`config.mk`:
```
export PLATFORM = sky130hd
export DESIGN_NAME = clic_gateway
export DESIGN_NICKNAME = d
export VERILOG_FILES = /design/src/rtl/clic_gateway.sv
export SDC_FILE = /design/constraint.sdc
export NUM_CORES = 1
export LEC_CHECK = 0
export ABC_AREA = 1
export BUFFER_PORTS_ARGS = -buffer_cell sky130_fd_sc_hd__buf_2
export CORE_ASPECT_RATIO = 0.7
export CORE_MARGIN = 10
export CORE_UTILIZATION = 44
export CTS_CLUSTER_SIZE = 10
export DETAILED_ROUTE_END_ITERATION = 6
export PLACE_DENSITY = 0.76
export RECOVER_POWER = 25
export SYNTH_ARGS = -nofsm -noshare
export SYNTH_HDL_FRONTEND = slang
export SYNTH_SLANG_ARGS = --single-unit
```
`constraint.sdc`:
```
create_clock -name clk_i -period 0.8 [get_ports clk_i]
set_input_delay 0.12 -clock clk_i [delete_from_list [all_inputs] [get_ports clk_i]]
set_output_delay 0.12 -clock clk_i [all_outputs]
set_load 0.02 [all_outputs]
```
`src/rtl/clic_gateway.sv`:
```
// clic_gateway: per-source interrupt gateway (polarity, edge detect, pending, SW set/clear, ack clear); define CLIC_GATEWAY_SYNC_EN for 2-flop input synchronisers
module clic_gateway #(
  parameter int N_SOURCE = 32,
  parameter int SrcW     = (N_SOURCE > 1) ? $clog2(N_SOURCE) : 1
) (
  input  logic                clk_i,
  input  logic                rst_ni,
  input  logic [N_SOURCE-1:0] intr_src_i,
  input  logic [N_SOURCE-1:0] le_i,
  input  logic [N_SOURCE-1:0] pol_i,
  input  logic [N_SOURCE-1:0] ip_sw_i,
  input  logic                ack_valid_i,
  input  logic [SrcW-1:0]     ack_id_i,
  output logic [N_SOURCE-1:0] ip_o
);
  logic [N_SOURCE-1:0] s;
  logic [N_SOURCE-1:0] lvl;
  logic [N_SOURCE-1:0] lvl_prev_q;
  logic [N_SOURCE-1:0] pol_q;
  logic [N_SOURCE-1:0] ip_q;
  logic [N_SOURCE-1:0] ip_d;
  logic [N_SOURCE-1:0] edge_det;
  logic [N_SOURCE-1:0] sw_wr;
  logic [N_SOURCE-1:0] sw_val;
  logic [N_SOURCE-1:0] ack_clr;
`ifdef CLIC_GATEWAY_SYNC_EN
  logic [N_SOURCE-1:0] sync1_q;
  logic [N_SOURCE-1:0] sync2_q;
  // two-flop synchroniser on every raw line
  always_ff @(posedge clk_i or negedge rst_ni)
    if (!rst_ni) begin
      sync1_q <= '0;
      sync2_q <= '0;
    end else begin
      sync1_q <= intr_src_i;
      sync2_q <= sync1_q;
    end
  assign s = sync2_q;
`else
  assign s = intr_src_i;
`endif
  // one-hot ack decode; ids beyond the last source match nothing
  always_comb
    for (int i = 0; i < N_SOURCE; i++) ack_clr[i] = ack_valid_i && (int'(ack_id_i) == i);
  // normalise polarity, detect edges, resolve pending with edge > ack > sw write > hold
  always_comb begin
    lvl      = s ^ pol_i;
    edge_det = le_i & lvl & ~lvl_prev_q & ~(pol_i ^ pol_q);
    sw_wr    = ip_sw_i ^ ip_q;
    sw_val   = (sw_wr & ip_sw_i) | (~sw_wr & ip_q);
    ip_d     = (le_i & ((sw_val & ~ack_clr) | edge_det)) | (~le_i & lvl);
  end
  // pending, previous level and previous polarity state
  always_ff @(posedge clk_i or negedge rst_ni)
    if (!rst_ni) begin
      ip_q       <= '0;
      lvl_prev_q <= '0;
      pol_q      <= '0;
    end else begin
      ip_q       <= ip_d;
      lvl_prev_q <= lvl;
      pol_q      <= pol_i;
    end
  assign ip_o = ip_q;
endmodule
```
==> results of run 1 <==
[registers in the layout, indices dropped and copies added (netlist names)]
| name | flops |
|---|---|
| ip_o | 32 |
| lvl_prev_q | 32 |
| pol_q | 32 |
[synthesized netlist by cell type]
| cell | n |
|---|---|
| nand2_1 | 200 |
| inv_1 | 104 |
| dfrtp_1 | 96 |
| nand3_1 | 56 |
| xor2_1 | 32 |
| o21bai_1 | 20 |
| nor2_2 | 6 |
| buf_2 | 1 |
| buf_4 | 1 |
[power groups by stage]
| stage | Combinational [mW] | Clock [mW] | Sequential, mW |
|---|---|---|---|
| floorplan | 0.719 | 0 | 5.74 |
| global placement | 1.94 | 0 | 5.49 |
| detailed placement | 2.00 | 0 | 5.51 |
| CTS | 2.60 | 4.58 | 5.47 |
| global route | 2.89 | 4.81 | 5.51 |
| finish | 2.62 | 4.48 | 5.47 |
[layer usage]
metal / track usage [%] / vias up
li1: - / 2047
met1: 20.9 / 1908
met2: 31.3 / 134
met3: 6.72 / 17
met4: 5.17 / 0
met5: 0 / -
[worst reg2reg max path, delay by kind of cell, from the launching register on]
family                 cells  cell delay [ps]
DFF                        1              370
and+or+nand+nor            5              320
buffers and inverters      1               60
[metrics by stage]
| step | hold WS [ps] | instance area, um2 | util, % |
|---|---|---|---|
| 6_report | 16.4 | 6690 | 69.6 |
| 5_1_grt | 13.4 | 6690 | 69.6 |
| 4_1_cts | 3.32 | 6660 | 69.3 |
| 3_5_place_dp | 133 | 5480 | 57.1 |
| 3_3_place_gp | 130 | 5480 | 57.1 |
| 2_1_floorplan | -176 | 4300 | - |
[worst max-delay path by stage]
stage | startpoint | end | cells after the start
2_1_floorplan | ack_id_i[4] | ip_o[10] | 5
3_3_place_gp | ack_id_i[1] | ip_o[6] | 6
3_5_place_dp | ack_id_i[1] | ip_o[22] | 6
4_1_cts | ip_o[30] | ip_o[30] | 1
5_1_grt | ip_o[8] | ip_o[8] | 1
6_report | ip_o[30] | ip_o[30] | 1
[kinds of logic after synthesis]
kind of cell	count (synthesis)	share of synthesized area, %
XOR/XNOR	32	6.51
AO/OA/AOI/OAI	20	3.49
flip-flops	96	55.8
buffers and inverters	106	9.36
AND/OR/NAND/NOR	262	24.8
[area by class of cell]
class,instances,area (um2),share of cell area (%)
timing repair buffer,248,1880,28.2
clock buffer,12,236,3.54
inverter,104,390,5.84
clock inverter,3,67.6,1.01
tap,128,160,2.40
multi-input combinational,314,1540,23.1
sequential,96,2400,35.9
[repair_timing]
action,in CTS,in global routing
setup endpoints to repair,51,68
pin swaps,22,22
resized for setup,64,8
hold endpoints to repair,162,0
hold buffers,67,0
==> flow_metrics.env, run 1 <==
export IMPL_critPathKind="reg -> out"
export IMPL_slew_viol_final=0
export IMPL_place_ws_ps=-221
export IMPL_crit_arrival_ps=880
export IMPL_swShare_pct=25.6
export IMPL_min_period_over_period_pct=124
export IMPL_route_detailed_drc=0
export IMPL_syn_area_um2=4300
export IMPL_reg2reg_to="ip_o[3]"
export IMPL_via_count=4106
export IMPL_cts_root_buf="clkbuf_16"
export IMPL_m1WireLength_um=5330
export IMPL_grt_setup_unrepaired="yes"
export IMPL_finalHoldViolCount=0
export IMPL_ys_warn_count=0
export IMPL_path_cells="buf_6"
export IMPL_synthesis_instances=516
export IMPL_die_w_um=138
export IMPL_via_per_inst=4.54
export IMPL_hp_class="in -> reg"
export IMPL_finClkSkew_ps=3.45
export IMPL_power_share_clock_pct=35.6
export IMPL_critPathMaxFanout=1
export IMPL_p_sw_mw=3.21
export IMPL_synth_area_leader_cell="dfrtp_1"
export IMPL_min_to="ip_o[24]"
export IMPL_start_kind="flip-flop"
export IMPL_rows=30
export IMPL_avgSynthCellArea_um2=8.34
export IMPL_nFillCells=759
export IMPL_irDropWorstVdd_mv=1.54
export IMPL_clock_fmax_mhz=1000
export IMPL_place_congestion=0.835
export IMPL_reg2reg_depth=6
export IMPL_powerDensity_nw_per_um2=1880
export IMPL_crit_slowest_cell="dfrtp_1"
export IMPL_io_buffers=167
export IMPL_nets=909
export IMPL_setup_tns_final_ps=-5560
export IMPL_placed_cells_incl_taps=823
export IMPL_dr_wl_met2_um=6370
export IMPL_violations="negative setup slack"
export IMPL_timing_final_ws_setup_ps=-195
export IMPL_synth_nets=652
export IMPL_worst_hold_path_num_cells=3
export IMPL_pwr_share_seq_pct=43.5
export IMPL_layout_common_cells="nand2_1, buf_2, inv_1"
export IMPL_synth_area_top_cells="dfrtp_1, nand2_1, inv_1, nand3_1, xor2_1"
export IMPL_r2r_slack_ps=-50
export IMPL_wl_per_cell_um=14.3
export IMPL_start_util_pct=44.8
export IMPL_synth_top_area_share_pct=55.8
export IMPL_final_common_cell="nand2_1"
export IMPL_drtIter0Drc=213
export IMPL_antenna_found_initial=1
export IMPL_clk_latency_ps=340
export IMPL_post_cts_buffers=0
export IMPL_p_leak_nw=3.71
export IMPL_top_layer_used="met4"
export IMPL_htreeDepth=3
export IMPL_ys_ff_latch=96
export IMPL_cap_violations=0
export IMPL_setup_viol=44
export IMPL_clockBufferDepth=2
export IMPL_syn_to_final_growth_pct=55.3
export IMPL_firstDrtPassIters=4
export IMPL_slew_headroom_pct=71.4
export IMPL_end_kind="output pin"
export IMPL_critPathBufInv=1
export IMPL_clk_pin_slew_ps=60
export IMPL_ys_seq_area_share_pct=55.8
export IMPL_grt_usage_pct=18.1
export IMPL_cts_buffers=9
export IMPL_slowest_delay_ps=400
export IMPL_clock_sinks=96
export IMPL_path_delay_family="flip-flops"
export IMPL_grt_max_degree=51
export IMPL_core_area_um2=9610
export IMPL_r2r_start="pol_q[3]"
export IMPL_cts_tree="built"
export IMPL_p_int_mw=9.36
export IMPL_die_area_um2=14200
export IMPL_finalNonFillerCells=905
export IMPL_synth_distinct_cells=9
export IMPL_post_dp_hpwl_um=9420
export IMPL_worst_ep_required_time_ps=680
export IMPL_diodes=0
export IMPL_fin_crit_ps=995
export IMPL_status="finished with violations"
export IMPL_grt_ovfl_total=0
export IMPL_grt_pass1_wl_um=20600
export IMPL_power_frac_comb_pct=20.9
export IMPL_drive_gt1_share_pct=25.9
export IMPL_routed_wl_um=12900
export IMPL_fp_dieH_um=103
export IMPL_ant_nets=0
export IMPL_wl_met3_um=1060
export IMPL_tightest_slew_ps=428
export IMPL_ios=168
export IMPL_first_global_vias=4266
export IMPL_power_mw=12.6
export IMPL_worst_hold_startpoint="ip_sw_i[24]"
Power figures use the tool's default switching activity.
==> run 2, diff against run 1 <==
--- a/config.mk
+++ b/config.mk
@@ -14,2 +14,3 @@
 export DETAILED_ROUTE_END_ITERATION = 6
+export GPL_ROUTABILITY_DRIVEN = 0
 export PLACE_DENSITY = 0.76
==> constraint.sdc (replaced) <==
create_clock -name clk_i -period 0.8 [get_ports clk_i]
set_input_delay 0.16 -clock clk_i [delete_from_list [all_inputs] [get_ports clk_i]]
set_output_delay 0.16 -clock clk_i [all_outputs]
set_load 0.02 [all_outputs]
==> run 2 against run 1 <==
- the flow still finishes with violations (negative setup slack)
- critical path depth unchanged
- register-to-register slack barely moved
- hold slack got worse by 1.5 ps
- sequential share of layout area up 2.2 points
- final cell count fell by 3.5%
- combinational power shrank 11%
- non-clock buffer count is 32 lower
- global-route usage down 1.1 points
- critical path type unchanged
- largest cell class unchanged
- largest power group unchanged
- highest routed layer unchanged
==> flow_metrics.env, run 2 (synthesis gave the netlist of run 1 again) <==
export IMPL_status="finished with violations"
export IMPL_violations="negative setup slack"
export IMPL_route_detailed_drc=0
export IMPL_hp_class="in -> reg"
export IMPL_cap_violations=0
export IMPL_via_count=3917
export IMPL_routed_wl_um=12100
export IMPL_die_area_um2=14200
export IMPL_design_area_um2=6300
export IMPL_powerDensity_nw_per_um2=1950
export IMPL_grt_pass1_wl_um=19400
export IMPL_post_dp_hpwl_um=9420
export IMPL_timing_final_ws_setup_ps=-241
export IMPL_r2r_slack_ps=-40
export IMPL_worst_hold_startpoint="intr_src_i[0]"
export IMPL_critPathMaxFanout=1
export IMPL_post_cts_buffers=0
export IMPL_nets=877
export IMPL_cp_depth=1
export IMPL_worst_ep_required_time_ps=640
export IMPL_r2r_start="pol_q[3]"
export IMPL_path_delay_family="flip-flops"
export IMPL_slowest_delay_ps=400
export IMPL_reg2reg_to="ip_o[3]"
export IMPL_clock_sinks=96
export IMPL_grt_usage_pct=17.0
export IMPL_critPathBufInv=1
export IMPL_wl_per_cell_um=13.9
export IMPL_fin_crit_ps=1040
export IMPL_firstDrtPassIters=4
export IMPL_crit_slowest_cell="dfrtp_1"
export IMPL_clk_pin_slew_ps=60
export IMPL_critPathKind="reg -> out"
export IMPL_finClkSkew_ps=3.02
export IMPL_start_util_pct=44.8
export IMPL_diodes=0
export IMPL_m1WireLength_um=5240
export IMPL_whs_ps=14.9
export IMPL_start_kind="flip-flop"
export IMPL_irDropWorstVdd_mv=1.51
export IMPL_first_global_vias=4031
export IMPL_cts_root_buf="clkbuf_16"
export IMPL_p_leak_nw=3.50
export IMPL_placed_area_um2=5480
export IMPL_top_layer_used="met4"
export IMPL_htreeDepth=3
export IMPL_nFillCells=807
export IMPL_min_to="lvl_prev_q[0]"
export IMPL_fp_dieH_um=103
export IMPL_grt_setup_unrepaired="yes"
export IMPL_clockBufferDepth=2
export IMPL_rows=30
export IMPL_cts_tree="built"
export IMPL_drtIter0Drc=132
export IMPL_end_kind="output pin"
export IMPL_cp_startpoint="ip_o[30]"
export IMPL_syn_to_final_growth_pct=46.5
export IMPL_core_area_um2=9610
export IMPL_power_mw=12.3
export IMPL_slew_viol_final=0
export IMPL_path_cells="buf_6"
export IMPL_grt_max_degree=51
export IMPL_antenna_found_initial=0
export IMPL_layout_common_cells="nand2_1, inv_1, buf_2"
export IMPL_grt_ovfl_total=0
export IMPL_ant_nets=0
export IMPL_dr_wl_met2_um=5700
export IMPL_drive_gt1_share_pct=23.1
export IMPL_final_common_cell="nand2_1"
export IMPL_crit_arrival_ps=880
export IMPL_via_per_inst=4.49
export IMPL_io_buffers=167
export IMPL_clock_fmax_mhz=961
export IMPL_min_period_over_period_pct=130
export IMPL_wl_met3_um=1010
export IMPL_ios=168
export IMPL_cts_buffers=9
export IMPL_reg2reg_depth=6
export IMPL_setup_viol=45
export IMPL_slew_headroom_pct=71.6
export IMPL_clk_latency_ps=340
export IMPL_worst_hold_path_num_cells=2
export IMPL_finalHoldViolCount=0
export IMPL_die_w_um=138
export IMPL_tightest_slew_ps=425
[run 2: final cells by class]
type                    count  area, um2  share of cell area, %
clock buffers              12        236                   3.75
clock inverters             3       67.6                   1.07
inverters                 104        390                   6.19
multi-input cells         314       1510                   24.0
flip-flops and latches     96       2400                   38.1
well taps                 128        160                   2.54
repair buffers            216       1530                   24.3
[run 2: worst max-delay path by stage]
stage	endpoint	slack, ps
2_1_floorplan	ip_o[10]	10
3_3_place_gp	ip_o[6]	-200
3_5_place_dp	ip_o[22]	-260
4_1_cts	ip_o[30]	-260
5_1_grt	ip_o[30]	-270
6_report	ip_o[30]	-240
[run 2: repair_timing]
| item | 4_1_cts | 5_1_grt |
|---|---|---|
| hold buffers | 35 | 0 |
| endpoints found under the setup margin | 51 | 64 |
| gates cloned | 0 | 0 |
| endpoints found under the hold margin | 130 | 0 |
| resized for setup | 64 | 3 |
| pin swaps | 22 | 22 |
[run 2: power by group]
part	leakage [nW]	internal, mW	switching (mW)
Clock	0.143	2.73	1.75
Sequential	1.12	5.29	0.182
Combinational	2.24	1.12	1.21
[run 2: routing by layer]
layer  vias to the layer above  global-route usage, %
met5                         -                      0
met2                       123                   28.2
met1                      1790                   20.1
met3                        18                   6.63
li1                       1986                      -
met4                         0                   5.17
[run 2: per-stage QoR]
stage	setup WS, ps	instances	utilization [%]	TNS (ps)
floorplan	13.4	516	-	0
CTS	-261	873	66.0	-7250
global placement	-199	823	57.1	-4370
finish	-241	873	65.6	-6830
detailed placement	-261	823	57.1	-4830
global route	-266	873	65.6	-10630
